`src/rtl/uart_rx_flow_if.sv`:
```
// Byte stream leaving the UART receiver: FIFO head, occupancy and the
// valid/ready handshake used by the downstream consumer to drain it.
interface uart_rx_flow_if #(
  parameter int DEPTH_LOG2 = 4
);
  logic [7:0]          data_o;
  logic                valid_o;
  logic                ready_i;
  logic [DEPTH_LOG2:0] level_o;

  // Receiver side: produces bytes and occupancy, observes the consumer's ready.
  modport master (
    output data_o,
    output valid_o,
    output level_o,
    input  ready_i
  );

  // Consumer side: observes bytes and occupancy, drives ready.
  modport slave (
    input  data_o,
    input  valid_o,
    input  level_o,
    output ready_i
  );
endinterface

```
`src/rtl/uart_rx_flow.sv`:
```
// 8N1 UART receiver with a show-ahead byte FIFO and RTS flow control.
// rxd is synchronized, framed by a counter-driven FSM sampling mid-bit,
// and completed bytes are buffered until the consumer drains them.
module uart_rx_flow #(
  parameter int CLK_DIV    = 868,
  parameter int DEPTH_LOG2 = 4,
  parameter int RTS_MARGIN = 4
) (
  input  logic             clk,
  input  logic             reset,
  input  logic             rxd,
  output logic             rts,
  uart_rx_flow_if.master   out_if,
  output logic             frame_err_o,
  output logic             overrun_err_o
);

  localparam int DEPTH = 1 << DEPTH_LOG2;
  localparam int LVL_W = DEPTH_LOG2 + 1;

  localparam logic [15:0]           CNT_HALF  = 16'(CLK_DIV / 2 - 1);
  localparam logic [15:0]           CNT_FULL  = 16'(CLK_DIV - 1);
  localparam logic [LVL_W-1:0]      LVL_FULL  = LVL_W'(DEPTH);
  localparam logic [LVL_W-1:0]      RTS_LIMIT = LVL_W'(DEPTH - RTS_MARGIN);
  localparam logic [LVL_W-1:0]      LVL_ONE   = LVL_W'(1);
  localparam logic [DEPTH_LOG2-1:0] PTR_ONE   = DEPTH_LOG2'(1);

  typedef enum logic [1:0] {
    IDLE,
    START,
    DATA,
    STOP
  } state_e;

  // Input synchronizer and edge history
  logic rxd_meta_q, rxd_sync_q, rxd_prev_q;

  // Framing FSM
  state_e      state_q;
  logic [15:0] cnt_q;
  logic [2:0]  idx_q;
  logic [7:0]  shift_q;
  logic        frame_err_q, overrun_err_q;

  // FIFO
  logic [7:0]            mem_q [DEPTH];
  logic [DEPTH_LOG2-1:0] wr_ptr_q, rd_ptr_q;
  logic [LVL_W-1:0]      level_q, level_d;
  logic                  rts_q;

  logic valid, sample, pop, can_accept, stop_sample, push;

  // Bring the asynchronous line into the clock domain and keep one cycle of history.
  // NOTE: sequential state uses non-blocking (<=) so every register samples pre-edge values.
  always_ff @(posedge clk) begin
    if (reset) begin
      rxd_meta_q <= 1'b1;
      rxd_sync_q <= 1'b1;
      rxd_prev_q <= 1'b1;
    end else begin
      rxd_meta_q <= rxd;
      rxd_sync_q <= rxd_meta_q;
      rxd_prev_q <= rxd_sync_q;
    end
  end

  assign valid       = (level_q != '0);
  assign sample      = (state_q != IDLE) && (cnt_q == '0);
  assign pop         = valid && out_if.ready_i;
  // A pop in the same cycle frees the slot the incoming byte needs.
  assign can_accept  = (level_q != LVL_FULL) || pop;
  assign stop_sample = (state_q == STOP) && sample;
  assign push        = stop_sample && rxd_sync_q && can_accept;

  // Frame the serial bits: start validation, LSB-first data, stop check and error pulses.
  always_ff @(posedge clk) begin
    if (reset) begin
      state_q       <= IDLE;
      cnt_q         <= '0;
      idx_q         <= '0;
      shift_q       <= '0;
      frame_err_q   <= 1'b0;
      overrun_err_q <= 1'b0;
    end else begin
      frame_err_q   <= 1'b0;
      overrun_err_q <= 1'b0;
      if (state_q != IDLE) begin
        cnt_q <= sample ? CNT_FULL : cnt_q - 16'd1;
      end
      case (state_q)
        IDLE: begin
          // Only a 1->0 transition starts a frame; a line stuck low stays idle.
          if (rxd_prev_q && !rxd_sync_q) begin
            state_q <= START;
            cnt_q   <= CNT_HALF;
          end
        end
        START: begin
          if (sample) begin
            if (!rxd_sync_q) begin
              state_q <= DATA;
              idx_q   <= '0;
            end else begin
              state_q <= IDLE;
            end
          end
        end
        DATA: begin
          if (sample) begin
            shift_q <= {rxd_sync_q, shift_q[7:1]};
            if (idx_q == 3'd7) begin
              state_q <= STOP;
            end else begin
              idx_q <= idx_q + 3'd1;
            end
          end
        end
        STOP: begin
          if (sample) begin
            state_q <= IDLE;
            if (!rxd_sync_q) begin
              frame_err_q <= 1'b1;
            end else if (!can_accept) begin
              overrun_err_q <= 1'b1;
            end
          end
        end
        default: state_q <= IDLE;
      endcase
    end
  end

  // Store completed bytes at the write pointer.
  // NOTE: the byte array has no reset; occupancy and pointers alone define which entries are valid.
  always_ff @(posedge clk) begin
    if (push) begin
      mem_q[wr_ptr_q] <= shift_q;
    end
  end

  // Post-update occupancy, used both for the level register and for RTS.
  // NOTE: the default assignment first keeps this purely combinational (no latch).
  always_comb begin
    level_d = level_q;
    if (push && !pop) begin
      level_d = level_q + LVL_ONE;
    end else if (!push && pop) begin
      level_d = level_q - LVL_ONE;
    end
  end

  // Advance pointers and occupancy; throttle the remote end while reserve slots run low.
  always_ff @(posedge clk) begin
    if (reset) begin
      wr_ptr_q <= '0;
      rd_ptr_q <= '0;
      level_q  <= '0;
      rts_q    <= 1'b0;
    end else begin
      if (push) begin
        wr_ptr_q <= wr_ptr_q + PTR_ONE;
      end
      if (pop) begin
        rd_ptr_q <= rd_ptr_q + PTR_ONE;
      end
      level_q <= level_d;
      rts_q   <= (level_d < RTS_LIMIT);
    end
  end

  // The head entry is only meaningful while valid; force zero otherwise for a clean reset view.
  assign out_if.data_o  = valid ? mem_q[rd_ptr_q] : 8'h00;
  assign out_if.valid_o = valid;
  assign out_if.level_o = level_q;
  assign rts            = rts_q;
  assign frame_err_o    = frame_err_q;
  assign overrun_err_o  = overrun_err_q;

endmodule

```
`src/flat_wrapper.sv`:
```
// flat-port wrapper written by rule: the top's interface ports become plain ports
module uart_rx_flow_flat 
#(
  parameter int CLK_DIV    = 868,
  parameter int DEPTH_LOG2 = 4,
  parameter int RTS_MARGIN = 4
)
  (clk, reset, rxd, rts, frame_err_o, overrun_err_o, out_if_data_o, out_if_valid_o, out_if_level_o, out_if_ready_i);
  uart_rx_flow_if #(.DEPTH_LOG2(DEPTH_LOG2)) out_if_i ();
  input  logic clk;
  input  logic reset;
  input  logic rxd;
  output logic rts;
  output logic frame_err_o;
  output logic overrun_err_o;
  output wire logic [$bits(out_if_i.data_o)-1:0] out_if_data_o;
  output wire logic [$bits(out_if_i.valid_o)-1:0] out_if_valid_o;
  output wire logic [$bits(out_if_i.level_o)-1:0] out_if_level_o;
  input wire logic [$bits(out_if_i.ready_i)-1:0] out_if_ready_i;
  assign out_if_data_o = out_if_i.data_o;
  assign out_if_valid_o = out_if_i.valid_o;
  assign out_if_level_o = out_if_i.level_o;
  assign out_if_i.ready_i = out_if_ready_i;
  uart_rx_flow #(.CLK_DIV(CLK_DIV), .DEPTH_LOG2(DEPTH_LOG2), .RTS_MARGIN(RTS_MARGIN)) u_core (.clk(clk), .reset(reset), .rxd(rxd), .rts(rts), .out_if(out_if_i), .frame_err_o(frame_err_o), .overrun_err_o(overrun_err_o));
endmodule
```
`config.mk`:
```
export PLATFORM = sky130hd
export DESIGN_NAME = uart_rx_flow_flat
export DESIGN_NICKNAME = d
export VERILOG_FILES = /design/src/rtl/uart_rx_flow_if.sv /design/src/rtl/uart_rx_flow.sv /design/src/flat_wrapper.sv
export SDC_FILE = /design/constraint.sdc
export NUM_CORES = 1
export LEC_CHECK = 0
export CAP_MARGIN = 20
export CORE_ASPECT_RATIO = 1.2
export CORE_MARGIN = 1.5
export CORE_UTILIZATION = 23
export DETAILED_ROUTE_END_ITERATION = 6
export GPL_TIMING_DRIVEN = 0
export PLACE_DENSITY_LB_ADDON = 0.1
export SLEW_MARGIN = 30
export SYNTH_ARGS = -nofsm -noshare
export SYNTH_HDL_FRONTEND = slang
export SYNTH_SLANG_ARGS = --single-unit
```
`constraint.sdc`:
```
create_clock -name clk -period 6.1 [get_ports clk]
set_input_delay 0.61 -clock clk [delete_from_list [all_inputs] [get_ports clk]]
set_output_delay 0.61 -clock clk [all_outputs]
set_load 0.1 [all_outputs]
```
==> impl_metrics.csv, run 1 <==
group,metric,value,unit
synthesis,netlist_area,7390,µm²
synthesis,synth_compound_area_frac,0.0315,
pwr,ir_drop,0.000235,V
hold_path,hold_class,"reg2reg",
run_status,status,"finished clean",
setup_path,end_kind,"output pin",
clock_network,clock_path_buffers,2,
clock_network,clock-root-buffer,"clkbuf_16",
synthesis,synth-adder-area-share,0.0186,
global_routing,grt_antenna_before_repair,0,
setup_path,slowest_delay,0.97,ns
timing,max_freq,226,MHz
setup_path,worstPathCellList,"clkbuf_1, buf_2, mux4_2, mux4_2, and2_1, clkdlybuf4s50_1",
clock_network,h-tree-depth,4,
setup_path,slowest_stage,"clkdlybuf4s50_1",
timing,setup_viol,0,
timing,hold_slack,0.418,ns
die,ios,21,
global_routing,grt_pass1_vias,4178,
die,coreArea,31400,µm²
clock_network,cts_hold_buffers,0,
clock_network,cts.clk_slew.worst_paths,0.07,ns
synthesis,yosys.area.top_type_share,0.520,
cells_and_area,final_layout_size_suffix_gt1_frac,0.188,
routing,firstDrtPassIters,6,
global_routing,grt_pass1_wl,26700,µm
synthesis,ys_seq_area_frac,0.661,
synthesis,syn_nets,482,
clock_network,cts_resized,0,
die,num_rows,71,
synthesis,synth_edf_count,128,
setup_path,crit_type,"reg2out",
synthesis,yosys_warnings,0,
synthesis,muxShareOfSynthArea,0.136,
clock_network,cts_tree,"done",
synthesis,synth_xor_area_frac,0.0225,
timing,period_needed,4.42,ns
die,die_w,167,µm
synthesis,synth_area_leaders,"edfxtp_1 (52%), dfxtp_1 (14%), mux4_2 (12%), nor2_1 (1.9%), ha_1 (1.9%)",
global_routing,overflow,0,
synthesis,synthFlopType,"edfxtp_1",
synthesis,async_flop_share,0,
synthesis,synth_cell_types,52,
setup_path,worstPathArrival,3.81,ns
timing,period_share,0.724,
pwr,p_total,3.93,mW
synthesis,syn_avg_cell_area,15.8,µm²
synthesis,syn_inst,467,
global_routing,grt_start_max_net_pins,19,
die,die_h,199,µm
clock_network,numCtsBuffers,17,
die,initial_core_util,0.235,
die,die-area,33200,µm²
timing,skew,0.0117,ns
cells_and_area,n_antenna_cell,0,
routing,drc,0,
cells_and_area,area_growth,17.8,%
synthesis,synth_simple_gate_area_share,0.112,
pwr,powerDensity,452,nW/µm²
clock_network,cts_sinks,180,
synthesis,synth-seq-cells,180,
clock_network,clk_latency,0.43,ns
routing,routedWlPerCell,19.2,µm
pwr,leakagePower,2.91,nW
routing,first_iter_violations,254,
timing,setup_tns,0,ns
placement,dpl.hpwl,12100,µm
cells_and_area,final_nets,522,
flow_run,max_cap_violations,0,
timing,finalMaxSlewViolations,0,
synthesis,synth_top_family_by_area,"multiplexers",
synthesis,yosysTopAreaCell,"edfxtp_1",
setup_path,critPathRequiredTime,5.49,ns
global_routing,grt_use_total,0.113,
setup_path,cp_common_cell,"mux4_2",
placement,finalWeightedCongestion,0.737,
timing,worst_pin_slew,0.978,ns
placement,io_buffers,20,
timing,hold_violations,0,
setup_path,cp_max_fo,10,
setup_path,critPathLaunchType,"register",
timing,grt_setup_unrepaired,"no",
timing,relSlewSlack,0.346,
placement,placedCellCount,889,
routing,routed_wl,17700,µm
clock_network,postCtsSetupRepairBufs,0,
routing,vias,4004,
routing,detail-route-antenna-nets,0,
cells_and_area,stdcell_count,921,
routing,viasPerCell,4.35,
-- cell type report --
type / instances / area, µm²
Buffer: 23 / 113
Clock inverter: 15 / 170
Tap cell: 401 / 502
Fill cell: 3229 / 22700
Sequential cell: 180 / 4880
Timing Repair Buffer: 21 / 208
Inverter: 7 / 26.3
Multi-Input combinational cell: 257 / 2370
Clock buffer: 17 / 425
-- Yosys cell counts (all sizes together) (4+ instances only) --
library cell  number
buf                8
mux2i             10
edfxtp           128
nand4              5
dfxtp             52
ha                11
inv                7
nand3              7
and3              20
or2                7
xor2              10
o21ai              4
nand2             11
a21oi             14
nor3              12
nor4               7
and2              11
clkbuf            15
xnor2              9
nor2b              5
or4                4
nor2              38
mux4              40
-- placed cells by master, fill, tap and decap left out, drive strengths merged, types with 11 or more instances in the layout --
master and instances:
nor3 12, inv 14, edfxtp 128, clkbuf 33, ha 11, mux4 40
a21oi 14, clkdlybuf4s50 20, nor2 38, and2 11, nand2 11, and3 20
dfxtp 52
-- power by group --
group / switching (mW) / internal [mW]
registers: 0.0684 / 1.35
clock network: 0.501 / 0.616
logic: 0.909 / 0.483
-- critical path, delay by kind of cell, from the launching register on --
kind / cells / cell delay, ns
DFF: 1 / 0.32
buffers and inverters: 3 / 1.75
muxes: 2 / 1.13
and+or+nand+nor: 1 / 0.18
-- stage by stage --
step           instance area [µm²]  utilization  setup WS [ns]
2_1_floorplan                 7390            -           2.07
3_5_place_dp                  8100        0.258           1.72
6_report                      8700        0.277           1.68
5_1_grt                       8700        0.277           1.49
3_3_place_gp                  8090        0.257           1.61
4_1_cts                       8700        0.277           1.24
-- logic make-up after synthesis --
logic type,count (synthesis)
XOR/XNOR,19
buffers and inverters,30
flip-flops,180
AO/OA/AOI/OAI,34
AND/OR/NAND/NOR,143
multiplexers,50
adder cells (fa/ha/maj),11
-- routing by layer --
metal | vias up | wire length [µm] | track usage
li1 | 1883 | - | -
met1 | 2066 | 7900 | 0.133
met2 | 45 | 9360 | 0.206
met3 | 10 | 304 | 0.0228
met4 | 0 | 151 | 0.0354
met5 | - | 0 | 0
-- path summary, 6_finish.rpt --
kind,startpoint,end,slack [ns],cells after the start
setup / recovery,register,out_if_data_o[1],1.68,6
hold / removal,u_core.rxd_meta_q$_SDFF_PP1_,u_core.rxd_sync_q$_SDFF_PP1_,0.42,1
setup reg to reg,u_core.cnt_q[0]$_SDFF_PP0_,u_core.mem_q[2][3]$_DFFE_PP_,2.83,8
hold reg to reg,u_core.rxd_meta_q$_SDFF_PP1_,u_core.rxd_sync_q$_SDFF_PP1_,0.42,1
-- registers in the layout, indices dropped and copies added (netlist names), 3 cells and up, named ones only --
register / flops
u_core.cnt_q: 16
u_core.out_if.level_o: 5
u_core.shift_q: 8
u_core.idx_q: 3
u_core.mem_q: 128
u_core.wr_ptr_q: 4
u_core.rd_ptr_q: 4
Power figures use the tool's default switching activity.
==> inputs of run 2 (changes only) <==
Clock period 6.1 ns to 3.6 ns, I/O delays scaled along.
==> run 2 against run 1 <==
- utilization increased by 0.28 points
- first-iteration DRC count fell by 6.3%
- total power up 75%
- sequential share of layout area is 0.56 points lower
- cell area increased by 1.0%
- non-clock buffer count down 1
- flip-flop and latch count stayed put
- clock power rose by 90%
- die area is the same
- combinational power increased by 67%
- largest power group unchanged
- global-route usage about the same
- wire length shrank 1.3%
- highest routed layer unchanged
==> impl_metrics.csv, run 2 (synthesized netlist as in run 1, its figures left out) <==
group,metric,value,unit
die,die_h,199,µm
timing,grt_setup_unrepaired,"no",
cells_and_area,seqCellArea,4880,µm²
setup_path,critPathLaunchType,"register",
global_routing,overflow,0,
global_routing,grt_start_max_net_pins,19,
clock_network,h-tree-depth,4,
placement,place_area,8110,µm²
pwr,leakagePower,2.97,nW
cells_and_area,n_antenna_cell,0,
clock_network,clk_latency,0.43,ns
routing,drc,0,
timing,period_needed,3.36,ns
flow_run,max_cap_violations,0,
timing,skew,0.0105,ns
die,die-area,33200,µm²
cells_and_area,fill_cells,3219,
run_status,status,"finished clean",
setup_path,worstPathArrival,3.00,ns
cells_and_area,area_growth,19.0,%
timing,worst_pin_slew,0.975,ns
routing,viasPerCell,4.35,
global_routing,grt_use_total,0.112,
cells_and_area,multi_input_area,2370,µm²
clock_network,numCtsBuffers,17,
setup_path,slowest_delay,0.58,ns
setup_path,cp_common_cell,"mux4_2",
setup_path,critPathRequiredTime,3.24,ns
clock_network,clock-root-buffer,"clkbuf_16",
routing,firstDrtPassIters,6,
pwr,p_total,6.87,mW
routing,vias,4003,
die,num_rows,71,
timing,hold_violations,0,
placement,dpl.hpwl,12000,µm
clock_network,clock_path_buffers,2,
die,coreArea,31400,µm²
cells_and_area,final_layout_size_suffix_gt1_frac,0.214,
cells_and_area,top_regs,"u_core.mem_q: 128 flops, u_core.cnt_q: 16 flops, u_core.shift_q: 8 flops",
die,ios,21,
clock_network,cts_tree,"done",
timing,relSlewSlack,0.348,
placement,finalWeightedCongestion,0.731,
placement,io_buffers,20,
setup_path,end_kind,"output pin",
pwr,powerDensity,782,nW/µm²
cells_and_area,final_common_cell,"edfxtp_1",
setup_path,slowest_stage,"mux4_2",
pwr,ir_drop,0.000276,V
timing,max_freq,297,MHz
setup_path,crit_type,"reg2out",
hold_path,hold_class,"reg2reg",
clock_network,cts_sinks,180,
cells_and_area,largest_register_ffs,128,
global_routing,grt_antenna_before_repair,0,
die,die_w,167,µm
global_routing,grt_pass1_vias,4293,
routing,routedWlPerCell,19.0,µm
setup_path,cp_max_fo,10,
routing,first_iter_violations,238,
timing,period_share,0.934,
die,initial_core_util,0.235,
cells_and_area,final_nets,521,
routing,detail-route-antenna-nets,0,
global_routing,grt_pass1_wl,26900,µm
timing,finalMaxSlewViolations,0,
timing,setup_viol,0,
cells_and_area,postLayoutCellArea,8790,µm²
routing,routed_wl,17500,µm
cells_and_area,final_cell_mix,"edfxtp_1 (128), dfxtp_1 (52), mux4_2 (40)",
clock_network,cts.clk_slew.worst_paths,0.07,ns
setup_path,worstPathCellList,"buf_4, mux4_2, mux4_2, and2_1, clkdlybuf4s15_2",
cells_and_area,max_flop_register,"u_core.mem_q",
-- run 2: cell count changes in the layout (fill, tap and decap cells not counted), sizes merged --
cell           previous run  this run
buf                       8         9
bufinv                    2         6
clkdlybuf4s15             0         6
clkdlybuf4s50            20        12
inv                      14        10
-- run 2: final cells by class --
class	count	share of cell area
buffer	22	0.0138
clock buffer	17	0.0484
clock inverter	15	0.0286
inverter	7	0.00299
multi-input combinational	257	0.270
sequential	180	0.556
tap	401	0.0571
timing repair buffer	21	0.0233
-- run 2: per-layer routing --
layer	up-vias	track usage	wire, µm
li1	1879	-	-
met1	2070	0.133	7820
met2	39	0.205	9130
met3	15	0.0222	319
met4	0	0.0364	220
met5	-	0	0
-- run 2: stage by stage --
stage          cells  utilization  TNS [ns]  setup WS, ns  hold WS [ns]
3_3_place_gp     888        0.257     -6.61        -0.593         0.394
4_1_cts          920        0.280         0        0.0205         0.423
6_report         920        0.279         0         0.236         0.422
2_1_floorplan    467            -         0         0.327         0.389
5_1_grt          920        0.279         0        0.0486         0.449
3_5_place_dp     889        0.258     -4.07        -0.563         0.405
-- run 2: power breakdown --
part	total [mW]	switching, mW	internal (mW)
clock	2.13	0.824	1.31
combinational	2.32	1.52	0.806
sequential	2.42	0.125	2.29
total	6.87	2.46	4.41
-- run 2: path summary, 6_finish.rpt --
check / slack (ns) / end / cells after the start / start
worst max-delay path: 0.24 / out_if_data_o[0] / 5 / register
worst min-delay path: 0.42 / u_core.rxd_sync_q$_SDFF_PP1_ / 1 / u_core.rxd_meta_q$_SDFF_PP1_
worst max register to register: 0.31 / u_core.mem_q[2][4]$_DFFE_PP_ / 8 / u_core.cnt_q[0]$_SDFF_PP0_
worst min register to register: 0.42 / u_core.rxd_sync_q$_SDFF_PP1_ / 1 / u_core.rxd_meta_q$_SDFF_PP1_
-- run 2: worst max-delay path: cells and delay by family (launching register included) --
family	cells	cell delay, ns
muxes	2	1.09
buffers and inverters	2	0.78
DFF	1	0.51
and+or+nand+nor	1	0.18
-- run 2: timing repair --
action	4_1_cts	5_1_grt
hold buffers	0	0
endpoints found under the setup margin	8	2
setup buffers	0	0
pin swaps	0	0
resized for setup	30	4
